<file path="src/rtl/stk_pkg.sv">
// Shared types and bounded-step arithmetic for the stack/PC counter.
package stk_pkg;

    localparam int DEF_WIDTH = 10;
    localparam int CALC_W    = 33;

    typedef enum logic [0:0] {
        IDLE = 1'b0,
        RUN  = 1'b1
    } state_e;

    typedef struct packed {
        logic [CALC_W-1:0] nxt;
        logic              ovf;
        logic              unf;
    } step_res_t;

    // Arithmetic runs one bit wider than any legal count, so an increment
    // cannot lose its carry and a decrement below zero shows as stp > cur.
    function automatic step_res_t bounded_step(
        input logic [CALC_W-1:0] cur,
        input logic [CALC_W-1:0] stp,
        input logic              dir,
        input logic              sat,
        input logic [CALC_W-1:0] lo,
        input logic [CALC_W-1:0] hi
    );
        localparam logic [CALC_W-1:0] ONE = CALC_W'(1);
        step_res_t         res;
        logic [CALC_W-1:0] sum;
        res = '0;
        sum = '0;
        if (dir) begin
            sum = cur + stp;
            if (sum > hi) begin
                res.ovf = 1'b1;
                res.nxt = sat ? hi : (lo + (sum - hi - ONE));
            end else begin
                res.nxt = sum;
            end
        end else begin
            sum = cur - stp;
            if ((stp > cur) || (sum < lo)) begin
                res.unf = 1'b1;
                res.nxt = sat ? lo : (hi - (lo - sum - ONE));
            end else begin
                res.nxt = sum;
            end
        end
        return res;
    endfunction

endpackage

</file>
<file path="src/rtl/stk_ctr_arith.sv">
// Combinational bounded add/subtract with wrap or saturate at the limits.
module stk_ctr_arith
    import stk_pkg::*;
#(
    parameter int               WIDTH  = DEF_WIDTH,
    parameter int               STEP_W = 3,
    parameter logic [WIDTH-1:0] LO_LIM = '0,
    parameter logic [WIDTH-1:0] HI_LIM = '1,
    parameter bit               SAT    = 1'b0
)(
    input  logic [WIDTH-1:0]  cur,
    input  logic [STEP_W-1:0] step,
    input  logic              dir,
    output logic [WIDTH-1:0]  nxt,
    output logic              ovf,
    output logic              unf
);

    step_res_t res;
    logic      unused_hi;

    always_comb begin
        res = bounded_step(CALC_W'(cur), CALC_W'(step), dir, SAT,
                           CALC_W'(LO_LIM), CALC_W'(HI_LIM));
        // A zero step is a hold even when the count sits outside the bounds.
        if (step == '0) begin
            res.nxt = CALC_W'(cur);
            res.ovf = 1'b0;
            res.unf = 1'b0;
        end
    end

    assign nxt       = res.nxt[WIDTH-1:0];
    assign ovf       = res.ovf;
    assign unf       = res.unf;
    assign unused_hi = ^res.nxt[CALC_W-1:WIDTH];

endmodule

</file>
<file path="src/rtl/stk_ctr.sv">
// Bounded up/down stack-pointer counter with jump load, sticky flags and burst stepping.
module stk_ctr
    import stk_pkg::*;
#(
    parameter int               WIDTH     = DEF_WIDTH,
    parameter int               STEP_W    = 3,
    parameter int               LEN_W     = 4,
    parameter logic [WIDTH-1:0] RESET_VAL = '1,
    parameter logic [WIDTH-1:0] LO_LIM    = '0,
    parameter logic [WIDTH-1:0] HI_LIM    = '1,
    parameter bit               SAT       = 1'b0
)(
    input  logic              clk,
    input  logic              rst,
    input  logic              en,
    input  logic              dir,
    input  logic [STEP_W-1:0] step,
    input  logic              jmp,
    input  logic [WIDTH-1:0]  jmpLoc,
    input  logic              burstStart,
    input  logic [LEN_W-1:0]  burstLen,
    input  logic              clrFlags,
    output logic [WIDTH-1:0]  ctrOut,
    output logic              ovf,
    output logic              unf,
    output logic              busy,
    output logic              atHi,
    output logic              atLo
);

    // state  | meaning
    // IDLE   | single-cycle step/jump under en
    // RUN    | burst: one latched step per enabled cycle until remaining hits 0
    localparam logic [0:0] S_IDLE = IDLE;
    localparam logic [0:0] S_RUN  = RUN;

    logic [0:0]        state_q, state_d;
    logic [WIDTH-1:0]  ctr_q, ctr_d;
    logic              ovf_q, ovf_d;
    logic              unf_q, unf_d;
    logic [LEN_W-1:0]  rem_q, rem_d;
    logic              bdir_q, bdir_d;
    logic [STEP_W-1:0] bstep_q, bstep_d;

    logic              set_ovf, set_unf;
    logic              a_dir;
    logic [STEP_W-1:0] a_step;
    logic [WIDTH-1:0]  a_nxt;
    logic              a_ovf, a_unf;

    // One arithmetic unit serves both modes; RUN feeds it the latched operands.
    assign a_dir  = (state_q == S_RUN) ? bdir_q  : dir;
    assign a_step = (state_q == S_RUN) ? bstep_q : step;

    stk_ctr_arith #(
        .WIDTH  (WIDTH),
        .STEP_W (STEP_W),
        .LO_LIM (LO_LIM),
        .HI_LIM (HI_LIM),
        .SAT    (SAT)
    ) u_arith (
        .cur  (ctr_q),
        .step (a_step),
        .dir  (a_dir),
        .nxt  (a_nxt),
        .ovf  (a_ovf),
        .unf  (a_unf)
    );

    always_comb begin
        state_d = state_q;
        ctr_d   = ctr_q;
        rem_d   = rem_q;
        bdir_d  = bdir_q;
        bstep_d = bstep_q;
        set_ovf = 1'b0;
        set_unf = 1'b0;
        case (state_q)
            S_IDLE: begin
                if (en) begin
                    if (jmp) begin
                        ctr_d = jmpLoc;
                    end else begin
                        ctr_d   = a_nxt;
                        set_ovf = a_ovf;
                        set_unf = a_unf;
                    end
                end
                if (burstStart && (burstLen != '0)) begin
                    bdir_d  = dir;
                    bstep_d = step;
                    rem_d   = burstLen;
                    state_d = S_RUN;
                end
            end
            S_RUN: begin
                if (en) begin
                    if (jmp) begin
                        ctr_d   = jmpLoc;
                        rem_d   = '0;
                        state_d = S_IDLE;
                    end else begin
                        ctr_d   = a_nxt;
                        set_ovf = a_ovf;
                        set_unf = a_unf;
                        rem_d   = rem_q - LEN_W'(1);
                        if (rem_q == LEN_W'(1)) begin
                            state_d = S_IDLE;
                        end
                    end
                end
            end
            default: begin
                state_d = S_IDLE;
                rem_d   = '0;
            end
        endcase

        // Clearing wins over a set raised by the same update.
        if (clrFlags) begin
            ovf_d = 1'b0;
            unf_d = 1'b0;
        end else begin
            ovf_d = ovf_q | set_ovf;
            unf_d = unf_q | set_unf;
        end
    end

    always_ff @(posedge clk or negedge rst) begin
        if (!rst) begin
            state_q <= S_IDLE;
            ctr_q   <= RESET_VAL;
            ovf_q   <= 1'b0;
            unf_q   <= 1'b0;
            rem_q   <= '0;
            bdir_q  <= 1'b0;
            bstep_q <= '0;
        end else begin
            state_q <= state_d;
            ctr_q   <= ctr_d;
            ovf_q   <= ovf_d;
            unf_q   <= unf_d;
            rem_q   <= rem_d;
            bdir_q  <= bdir_d;
            bstep_q <= bstep_d;
        end
    end

    assign ctrOut = ctr_q;
    assign ovf    = ovf_q;
    assign unf    = unf_q;
    assign busy   = (state_q == S_RUN);
    assign atHi   = (ctr_q == HI_LIM);
    assign atLo   = (ctr_q == LO_LIM);

endmodule

</file>
<file path="config.mk">
export PLATFORM = sky130hd
export DESIGN_NAME = stk_ctr
export DESIGN_NICKNAME = d
export VERILOG_FILES = /design/src/rtl/stk_pkg.sv /design/src/rtl/stk_ctr_arith.sv /design/src/rtl/stk_ctr.sv
export SDC_FILE = /design/constraint.sdc
export NUM_CORES = 1
export LEC_CHECK = 0
export ABC_AREA = 1
export BUFFER_PORTS_ARGS = -buffer_cell sky130_fd_sc_hd__buf_2
export CELL_PAD_IN_SITES_DETAIL_PLACEMENT = 1
export CELL_PAD_IN_SITES_GLOBAL_PLACEMENT = 1
export CORE_ASPECT_RATIO = 1.5
export CORE_MARGIN = 5
export CORE_UTILIZATION = 38
export DETAILED_ROUTE_END_ITERATION = 8
export PLACE_DENSITY_LB_ADDON = 0.15
export SLEW_MARGIN = 10
export SYNTH_ARGS = -nofsm -noshare
export SYNTH_HDL_FRONTEND = slang
export SYNTH_SLANG_ARGS = --single-unit
export TNS_END_PERCENT = 10
</file>
<file path="constraint.sdc">
create_clock -name clk -period 2.3 [get_ports clk]
set_input_delay 0 -clock clk [delete_from_list [all_inputs] [get_ports clk]]
set_output_delay 0 -clock clk [all_outputs]
set_load 0.01 [all_outputs]
</file>
Word level (Yosys, flattened, before mapping). Index checks and enable logic that the tools add are counted.

Output and inout port bits: 15. Flip-flop bits (word level): 21. Word-level logic and storage cells: 61. Input port bits: 24.

Reductions and logical operators: 8. Eq/ne operators: 5. Muxes and demuxes: 27. Bitwise gates (word level): 3. Order comparisons: 3. $add $sub $neg: 8.

Operator list (number): 10-bit 2-to-1 mux (5); 33-bit by 1-bit less-than comparator with 1-bit output (second input constant) (1); 10-bit by 1-bit subtractor with 10-bit output (second input constant) (2); 1-bit 2-to-1 mux (15); 12-bit 2-to-1 mux (1); 4-bit 2-to-1 mux (3); 10-bit by 3-bit adder with 11-bit output (1); 11-bit by 10-bit greater-than comparator with 1-bit output (second input constant) (1); 10-bit by 3-bit subtractor with 11-bit output (1); 10-bit equality test (second input constant) (1); 3-bit by 10-bit greater-than comparator with 1-bit output (1); 10-bit logical NOT (1); 1-bit by 10-bit subtractor with 10-bit output (first input constant) (1); 10-bit subtractor (first input constant) (1); 10-bit subtractor (second input constant) (1); 4-bit one-hot mux with 2 select lines (1); 2-bit != test (second input constant) (3); 2-bit AND reduction (3); 4-bit by 1-bit equality test with 1-bit output (second input constant) (1); 4-bit nonzero test (1); 4-bit by 1-bit subtractor with 4-bit output (second input constant) (1); 3-bit logical NOT (1); 3-bit 2-to-1 mux (1); 1-bit OR (2); other kinds (4) (4).

Depth between registers and ports, before layout. Gate-level depths: netlist of run 1.

Depth after elaboration: 12. Gate-level depth with buffers: 15. Mapped depth without buffers: 14.

Hierarchy. From an unflattened synthesis of run 1, not the netlist that was laid out.

Cells, all modules: 299. Area total of the unflattened synthesis: 1925.6 µm².

By module, submodules not included: stk_ctr (cells each 150, times used 1, area an instance 1173.6 µm²); stk_ctr_arith (cells each 149, times used 1, area an instance 752.0 µm²).

Least setup slack after synthesis of run 1. No wires, ideal clock.

Path kind: flip-flop to flip-flop. From: register state_q, in the netlist busy. To: register ctr_q[6], in the netlist ctrOut[6]. Required time: 2.227 ns. Path slack: 0.134 ns. Buffers on the path: 1. Stages on the path, launching flop included: 14. Arrival time: 2.093 ns. Cell sequence: dfrtp_1 > buf_6 > nor2_1 > nor2_2 > inv_1 > ha_1 > inv_1 > fa_1 > o21bai_1 > nand3_1 > xor2_1 > nand2_1 > nand2_1 > a21oi_1.

Cells in the longest elaborated chain, start to end: 10. Elaborated cells on any way between the ends: 22. Classes of those cells: 7 x add/sub; 3 x order compare; 1 x eq/ne; 8 x mux; 3 x reduce/logical.

Ends and longest elaborated chain: from (decl) (RTL line stk_ctr.sv:37) `logic [0:0] state_q, state_d;`; from (signal assigned) (RTL line stk_ctr.sv:139) `state_q <= state_d;`; 3-bit 2-to-1 mux (RTL line stk_ctr.sv:53) `assign a_step = (state_q == S_RUN) ? bstep_q : step;`; 10-bit by 3-bit subtractor with 11-bit output (RTL line stk_pkg.sv:42) `sum = cur - stp;`; 1-bit by 10-bit subtractor with 10-bit output (RTL line stk_pkg.sv:45) `res.nxt = sat ? lo : (hi - (lo - sum - ONE));`; 10-bit by 1-bit subtractor with 10-bit output (RTL line stk_pkg.sv:45); 10-bit subtractor (RTL line stk_pkg.sv:45); 10-bit 2-to-1 mux (RTL line stk_pkg.sv:43) `if ((stp > cur) || (sum < lo)) begin`; 10-bit 2-to-1 mux (RTL line stk_pkg.sv:33) `if (dir) begin`; 12-bit 2-to-1 mux (RTL line stk_ctr_arith.sv:26) `if (step == '0) begin`; 10-bit 2-to-1 mux (RTL line stk_ctr.sv:81, stk_ctr.sv:98); 10-bit 2-to-1 mux (RTL line stk_ctr.sv:80, stk_ctr.sv:97); to (signal assigned) (RTL line stk_ctr.sv:140) `ctr_q <= ctr_d;`; to (decl) (RTL line stk_ctr.sv:38) `logic [WIDTH-1:0] ctr_q, ctr_d;`.

Parallel ways exist; a longest one is shown, timed or not. The select of a mux whose other input is x is not followed. A chain may end at the register's enable or synchronous reset.

Worst setup path after layout of run 1.
From: register state_q, in the netlist busy. To: register ctr_q[4], in the netlist ctrOut[4].

Same word-level chain as after synthesis.

==> impl_metrics.toml, run 1 <==
[worst_hold_path]
min_from = "step[1]"
min_path_type = "primary input to flop"

[critical_path]
critPathCaptureType = "flop"
critPathKind = "flop to flop"
cp.buffers_inverters = 2
path_max_fanout = 4
cp_slowest_stage_delay_ns = 0.45
worstPathCellList = "nor2_1, nor2_2, inv_1, ha_2, inv_1, fa_1, nand2_2, nand2_2, o21ai_0, nand3_1, a21oi_1"
slowest_stage = "dfrtp_2"
worstPathArrival_ns = 2.39
worst_ep_required_time_ns = 2.50
reg2reg_from = "busy$_DFF_PN0_"
crit_path_start = "busy$_DFF_PN0_"
crit_family = "adder cells"
start_kind = "flop"

[pwr]
power.switching_mw = 1.731
p_sw_share_pct = 53.41
p_comb_share_pct = 65.3
internal_power_mw = 1.509
vdd_ir_drop_max_uv = 543.9
total_power_mw = 3.240
leakage_nw = 1.090
seq_power_share_pct = 26.7
p_per_area_nw_per_um2 = 1503
clkPwrFrac_pct = 8.1

[floorplanning]
rows = 30
fp.dieW_um = 65.99
coreArea_um2 = 4542
start_util_pct = 39.34
dieArea_um2 = 6201
die_h_um = 93.98
num_io_pins = 39

[global_routing]
grt_pass1_vias = 1964
grt_first_pass_wirelength_mm = 9.515
grtUsageTotal_pct = 19.81
grt_max_degree = 22
overflow = 0
grt_antenna_before_repair = 0

[logic_synthesis]
synth_seq_cells = 21
yosys_warnings = 0
yosysSeqAreaShare_pct = 30.11
syn_area_per_cell_um2 = 6.717
synth_area_um2 = 1787
ys_types = 26
synth_nets = 300
netlist_instances = 266

[cts]
clock_path_buffers = 2
cts_tree = "done"
htreeDepth = 1
cts_root_buf = "clkbuf_8"
clkTransAtPathRegs_ns = 0.09
insertion_delay_ns = 0.26
cts_buffers = 3
numClockSinks = 21

[placement]
pre_cts_ws_ns = 0.02159
dp.cells = 364
portBuffers = 38
dp_hpwl_mm = 4.492
placed_area_um2 = 2038
globalplace.congestion = 0.8409

[detailed_routing]
drt_iter0_drc = 76
routed-wl-met3_um = 215
wl_met2_mm = 3.222
routedWlPerCell_um = 15.80
first_pass_iters = 4
antenna_left = 0
drt-met1-wl_mm = 2.267
vias_per_cell = 5.174
drc = 0
routed_wl_mm = 5.895
num_vias = 1930
maxUsedRoutingLayer = "met4"

[timing]
min_period_over_period_pct = 95.05
worst_slew_pin_slew_ns = 0.5305
timing.fmax_mhz = 457.4
maxSlewViolCount = 0
skew_ns = 0.001630
hold_slack_ns = 0.01186
hold_viol_final = 0
finalSetupViolations = 0
rsz0062_at_grt = "yes"
finalSetupTns_ns = 0
slew_headroom_pct = 64.63
post-route-min-period_ns = 2.186
setup_ws_ns = 0.1138

[layout]
layout.nets = 344
final_area_um2 = 2156
seq_area_um2 = 539.3
final_cells = 373
fin_util_pct = 47.47
multiInputGateArea_um2 = 1067
syn_to_final_growth_pct = 20.66
diodes = 0
fill_cells = 621
layout-drive-gt1-share_pct = 24.92

[job]
maxCapViolCount = 0

[run_status]
status = "finished, final reports clean"
==> layout by cell type, fill, tap and decap left out, types with 3 or more instances in the layout <==
cell / n
clkbuf_8: 3
inv_1: 36
o21ai_1: 5
ha_1: 6
dlygate4sd3_1: 3
nand2_2: 3
dfrtp_1: 10
nand4_1: 4
buf_2: 38
nand3_1: 33
nor4_1: 3
inv_2: 6
o21ai_4: 3
nand2_1: 58
nor2_1: 25
dfstp_2: 10
a21oi_1: 24
buf_4: 5
o21ai_0: 12
nor3_1: 4
==> cells by family after synthesis <==
group	Yosys count	share of synthesized area, %
adder cells (fa/ha/maj)	10	7.843
multiplexers	1	0.6302
XOR/XNOR	2	0.9806
buffers and inverters	50	11.62
flip-flops	21	30.11
AND/OR/NAND/NOR	132	32.21
AO/OA/AOI/OAI	50	16.60
==> synthesized netlist by cell type <==
cell type / count / area (um^2)
o22ai_1: 2 / 12.51
nor4_1: 3 / 18.77
inv_2: 6 / 22.52
buf_6: 2 / 22.52
ha_1: 8 / 100.1
o21ai_1: 5 / 25.02
nand4_1: 4 / 25.02
nor2_2: 1 / 6.260
dfstp_2: 10 / 262.8
mux2_2: 1 / 11.26
clkbuf_1: 5 / 18.77
nor3_1: 4 / 20.02
o21ai_0: 12 / 60.06
xor2_1: 2 / 17.52
nand2_1: 61 / 229.0
a21oi_1: 24 / 120.1
o21ai_4: 3 / 48.80
inv_6: 1 / 8.760
inv_1: 36 / 135.1
dfrtp_1: 11 / 275.3
fa_1: 2 / 40.04
o211ai_1: 1 / 7.510
nand3_1: 33 / 165.2
nand3_4: 1 / 17.52
o21bai_1: 3 / 22.52
nor2_1: 25 / 93.84
==> path summary, 6_finish.rpt <==
kind,to,slack (ns),cells past startpoint
setup / recovery,ctrOut[4]$_DFFE_PN1P_,0.11,11
hold / removal,bstep_q[1]$_DFFE_PN0P_,0.01,3
setup reg to reg,ctrOut[4]$_DFFE_PN1P_,0.11,11
hold reg to reg,bstep_q[0]$_DFFE_PN0P_,0.50,2
max in group asynchronous,busy$_DFF_PN0_,1.67,2
min in group asynchronous,unf$_DFF_PN0_,0.25,2
==> sequential cells by signal (all words and copies together), names as in the netlist <==
name and cells:
bdir_q 1, bstep_q 3, ctrOut 10, busy 1
unf 1, rem_q 4, ovf 1
==> worst min-delay path, cell delays in order <==
cell,delay (ns)
buf_2,0.10
inv_2,0.04
o21ai_0,0.09
==> power groups by stage <==
| stage | Clock (mW) | Combinational, mW | Sequential [mW] |
|---|---|---|---|
| 3_3_place_gp | 0 | 1.91 | 0.863 |
| 4_1_cts | 0.267 | 1.98 | 0.863 |
| 3_5_place_dp | 0 | 1.95 | 0.871 |
| 5_1_grt | 0.279 | 2.37 | 0.903 |
| 2_1_floorplan | 0 | 1.39 | 0.788 |
| 6_report | 0.261 | 2.11 | 0.865 |
==> final cells by class <==
class / instances / area share [%]
Multi-Input combinational cell: 195 / 49.51
Sequential cell: 21 / 25.01
Timing Repair Buffer: 46 / 11.96
Inverter: 43 / 7.719
Tap cell: 64 / 3.714
Clock buffer: 4 / 2.089
==> timing repair <==
action | CTS | global route
resized for setup | 1 | 8
pin swaps | 0 | 1
endpoints found under the hold margin | 14 | 0
hold buffers | 3 | 0
gates cloned | 0 | 0
endpoints found under the setup margin | 2 | 8
setup buffers | 0 | 2
==> per-layer routing <==
| metal | GRT usage [%] | up-vias |
|---|---|---|
| li1 | - | 950 |
| met4 | 6.271 | 0 |
| met2 | 38.66 | 41 |
| met5 | 0 | - |
| met3 | 2.156 | 12 |
| met1 | 21.49 | 927 |
Note: power is estimated with default switching activity, not from simulation.
==> run 2, diff against run 1 <==
- CORE_UTILIZATION: 38 -> 39
- CTS_BUF_LIST: not set -> sky130_fd_sc_hd__clkbuf_4 sky130_fd_sc_hd__clkbuf_8
==> impl_metrics.toml, run 2 (synthesized netlist as in run 1, its figures left out) <==
[layout]
diodes = 0
multiInputGateArea_um2 = 1067
seq_area_um2 = 539.3
fin_util_pct = 48.06
final_cell_mix = "nand2_1 (59), buf_2 (38), inv_1 (36)"
layout.nets = 347
fill_cells = 621
layout-drive-gt1-share_pct = 25.64
final_common_cell = "nand2_1"
syn_to_final_growth_pct = 21.15
largest_reg_flops = 10

[global_routing]
overflow = 0
grt_antenna_before_repair = 0
grt_max_degree = 22
use_met2_pct = 40.41
grt_pass1_vias = 2053
top_usage_layer = "met2"
grt_first_pass_wirelength_mm = 9.528
grtUsageTotal_pct = 20.32
use_met3_pct = 2.063
grt_use_met1_pct = 20.65

[cts]
insertion_delay_ns = 0.27
cts_tree = "done"
cts_buffers = 3
cts_setup_buffers = 0
numClockSinks = 21
clkTransAtPathRegs_ns = 0.09
clock_path_buffers = 2
cts_root_buf = "clkbuf_8"
htreeDepth = 1

[critical_path]
critPathKind = "flop to flop"
reg2reg_depth = 13
worst_ep_required_time_ns = 2.51
cp.buffers_inverters = 3
critPathCaptureType = "flop"
cp_slowest_stage_delay_ns = 0.47
cp.depth = 13
slowest_stage = "dfrtp_2"
path_max_fanout = 5
crit_family = "adder cells"
worstPathArrival_ns = 2.34
worstPathCellList = "nor2_2, nor2_2, inv_1, ha_2, inv_1, fa_1, o21bai_1, buf_4, nand3_1, xor2_1, nand2_1, nand2_1, a21oi_1"
start_kind = "flop"

[worst_hold_path]
min_path_type = "primary input to flop"
holdPathStages = 3

[placement]
portBuffers = 38
globalplace.congestion = 0.8753
pre_cts_ws_ns = 0.08724
dp_hpwl_mm = 4.530

[detailed_routing]
routed_wl_mm = 5.749
vias_per_cell = 5.364
antenna_left = 0
drt_iter0_drc = 46
num_vias = 1931
first_pass_iters = 4
drc = 0
routedWlPerCell_um = 15.97

[timing]
finalSetupViolations = 0
min_period_over_period_pct = 92.57
hold_viol_final = 0
worst_slew_pin_slew_ns = 0.5278
setup_ws_ns = 0.1709
rsz0062_at_grt = "yes"
maxSlewViolCount = 0
post-route-min-period_ns = 2.129
timing.fmax_mhz = 469.7
skew_ns = 0.002745
hold_slack_ns = 0.006598
slew_headroom_pct = 64.82

[pwr]
leakage_nw = 1.104
p_sw_share_pct = 53.36
internal_power_mw = 1.475
p_comb_share_pct = 65.0
clkPwrFrac_pct = 8.4
seq_power_share_pct = 26.5
power.switching_mw = 1.687
vdd_ir_drop_max_uv = 648.9
p_per_area_nw_per_um2 = 1461

[floorplanning]
num_io_pins = 39
die_h_um = 92.90
rows = 30
fp.dieW_um = 65.27
start_util_pct = 39.67
dieArea_um2 = 6063
coreArea_um2 = 4504

[run_status]
status = "finished, final reports clean"

[job]
maxCapViolCount = 0
## run 2: through the flow
| stage | TNS (ns) | power [mW] | area [um^2] | cells |
|---|---|---|---|---|
| 2_1_floorplan | 0 | 2.179 | 1787 | 266 |
| 3_3_place_gp | 0 | 2.801 | 2041 | 351 |
| 3_5_place_dp | 0 | 2.854 | 2041 | 351 |
| 4_1_cts | 0 | 3.138 | 2137 | 360 |
| 5_1_grt | -0.003170 | 3.484 | 2165 | 360 |
| 6_report | 0 | 3.162 | 2165 | 360 |
## run 2: per-layer routing
layer | vias up | share of wire, %
met1 | 917 | 38
met5 | - | 0
met2 | 43 | 56
met4 | 0 | 3.3
met3 | 17 | 3.0
li1 | 954 | -
## run 2: power groups by stage
| stage | Combinational [mW] | Sequential (mW) | Clock, mW |
|---|---|---|---|
| 2_1_floorplan | 1.39 | 0.788 | 0 |
| 3_3_place_gp | 1.97 | 0.834 | 0 |
| 3_5_place_dp | 2.01 | 0.841 | 0 |
| 4_1_cts | 2.03 | 0.836 | 0.270 |
| 5_1_grt | 2.33 | 0.876 | 0.282 |
| 6_report | 2.06 | 0.839 | 0.266 |
## run 2: worst paths after layout
path	start	end	slack, ns
worst min register to register	unf$_DFF_PN0_	unf$_DFF_PN0_	0.52
worst max-delay path	busy$_DFF_PN0_	ctrOut[6]$_DFFE_PN1P_	0.17
worst min-delay path	jmpLoc[7]	ctrOut[7]$_DFFE_PN1P_	0.007
min in group asynchronous	rst	rem_q[0]$_DFFE_PN0P_	0.23
max in group asynchronous	rst	busy$_DFF_PN0_	1.69
worst max register to register	busy$_DFF_PN0_	ctrOut[6]$_DFFE_PN1P_	0.17
## run 2: cell type report
class | instances | area share [%]
sequential | 21 | 24.91
inverter | 43 | 7.688
multi-input combinational | 195 | 49.31
timing repair buffer | 49 | 13.18
tap | 48 | 2.775
clock inverter | 1 | 0.2312
clock buffer | 3 | 1.908
## run 2: repair_timing
| item | 4_1_cts | 5_1_grt |
|---|---|---|
| hold buffers | 5 | 0 |
| endpoints found under the setup margin | 0 | 6 |
| hold endpoints to repair | 16 | 0 |
| resized for setup | 0 | 9 |
## run 2: worst min-delay path, stage by stage
cell and delay (ns):
buf_2 0.07, a21oi_1 0.05, a21oi_1 0.12
==> run 3, diff against run 2 <==
- CAP_MARGIN: not set -> 10
- CELL_PAD_IN_SITES_DETAIL_PLACEMENT: 1 -> not set
- CELL_PAD_IN_SITES_GLOBAL_PLACEMENT: 1 -> not set
- CORE_UTILIZATION: 39 -> 56
==> impl_metrics.toml, run 3 (synthesized netlist as in run 1, its figures left out) <==
[floorplanning]
coreArea_um2 = 3128
start_util_pct = 57.12
die_h_um = 79.18
dieArea_um2 = 4444
fp.dieW_um = 56.12
num_io_pins = 39
rows = 25

[detailed_routing]
antenna_left = 0
routedWlPerCell_um = 13.62
drc = 0
routed_wl_mm = 4.712
first_pass_iters = 4
vias_per_cell = 5.549
num_vias = 1920
drt_iter0_drc = 113

[worst_hold_path]
min_path_type = "primary input to flop"

[cts]
cts_tree = "done"
cts_setup_buffers = 0
clkTransAtPathRegs_ns = 0.08
insertion_delay_ns = 0.27
htreeDepth = 1
numClockSinks = 21
cts_buffers = 3
clock_path_buffers = 2
cts_root_buf = "clkbuf_8"

[layout]
diodes = 0
layout-drive-gt1-share_pct = 22.88
layout.nets = 341
largest_reg_flops = 10
final_cell_mix = "nand2_1 (60), buf_2 (38), inv_1 (36)"
syn_to_final_growth_pct = 17.16
final_common_cell = "nand2_1"

[timing]
min_period_over_period_pct = 93.40
timing.fmax_mhz = 465.5
setup_ws_ns = 0.1519
rsz0062_at_grt = "yes"
maxSlewViolCount = 0
worst_slew_pin_slew_ns = 0.5358
skew_ns = 0.002718
hold_viol_final = 0
finalSetupViolations = 0
slew_headroom_pct = 64.20
post-route-min-period_ns = 2.148

[global_routing]
grtUsageTotal_pct = 22.65
grt_first_pass_wirelength_mm = 8.059
grt_antenna_before_repair = 0
overflow = 0
grt_max_degree = 22
grt_pass1_vias = 1861

[placement]
pre_cts_ws_ns = 0.1076
dp_hpwl_mm = 3.530
globalplace.congestion = 1.024
portBuffers = 38

[job]
maxCapViolCount = 0

[critical_path]
worstPathArrival_ns = 2.35
start_kind = "flop"
critPathCaptureType = "flop"
critPathKind = "flop to flop"
worst_ep_required_time_ns = 2.50
path_max_fanout = 8

[pwr]
vdd_ir_drop_max_uv = 1016
total_power_mw = 2.995
p_per_area_nw_per_um2 = 1431
leakage_nw = 1.081

[run_status]
status = "finished, final reports clean"
## run 3: critical path, cell delays in order (launching register included)
cell,delay (ns)
dfrtp_1,0.37
buf_4,0.18
inv_6,0.06
nand2_1,0.10
o21ai_4,0.08
ha_2,0.41
inv_2,0.06
a21oi_1,0.16
nand2_2,0.15
xor2_1,0.17
nand2_1,0.06
nand3_1,0.11
a21oi_1,0.15
## run 3: per-layer routing
layer	vias to the layer above	share of wire, %	GRT usage, %
li1	952	-	-
met1	865	38	25.05
met5	-	0	0
met3	15	8.0	3.089
met2	88	51	40.98
met4	0	3.2	12.59
## run 3: path summary, 6_finish.rpt
check | startpoint | slack, ns | endpoint | cells after the start
min reg2reg | bstep_q[0]$_DFFE_PN0P_ | 0.49 | bstep_q[0]$_DFFE_PN0P_ | 2
max | busy$_DFF_PN0_ | 0.15 | ctrOut[3]$_DFFE_PN1P_ | 12
max reg2reg | busy$_DFF_PN0_ | 0.15 | ctrOut[3]$_DFFE_PN1P_ | 12
min in group asynchronous | rst | 0.22 | bstep_q[2]$_DFFE_PN0P_ | 2
min | step[0] | 0.005 | bstep_q[0]$_DFFE_PN0P_ | 3
max in group asynchronous | rst | 1.72 | ctrOut[4]$_DFFE_PN1P_ | 2
## run 3: area by class of cell
| type | instances | area [um^2] |
|---|---|---|
| tap | 40 | 50.05 |
| fill | 310 | 1035 |
| multi-input combinational | 195 | 1052 |
| inverter | 43 | 166.4 |
| timing repair buffer | 43 | 237.7 |
| sequential | 21 | 538.0 |
| clock buffer | 4 | 48.80 |
## run 3: report_power, final
part	switching (mW)	total (mW)	internal [mW]
clock	0.130	0.266	0.136
combinational	1.21	1.89	0.677
sequential	0.240	0.839	0.599
## run 3: metrics by stage
step / area (um^2) / utilization (%) / instances / hold slack [ns] / TNS, ns
floorplan: 1787 / - / 266 / -0.2956 / 0
global placement: 1993 / 63.72 / 338 / -0.01176 / 0
detailed placement: 1993 / 63.72 / 338 / -0.01025 / 0
CTS: 2082 / 66.56 / 346 / 0.006765 / 0
global route: 2093 / 66.92 / 346 / 0.01180 / -0.04348
finish: 2093 / 66.92 / 346 / 0.005246 / 0
## run 3: what timing repair did
item | CTS | global route
gates resized for setup | 0 | 4
hold buffers | 4 | 0
setup endpoints to repair | 0 | 8
hold endpoints to repair | 15 | 0
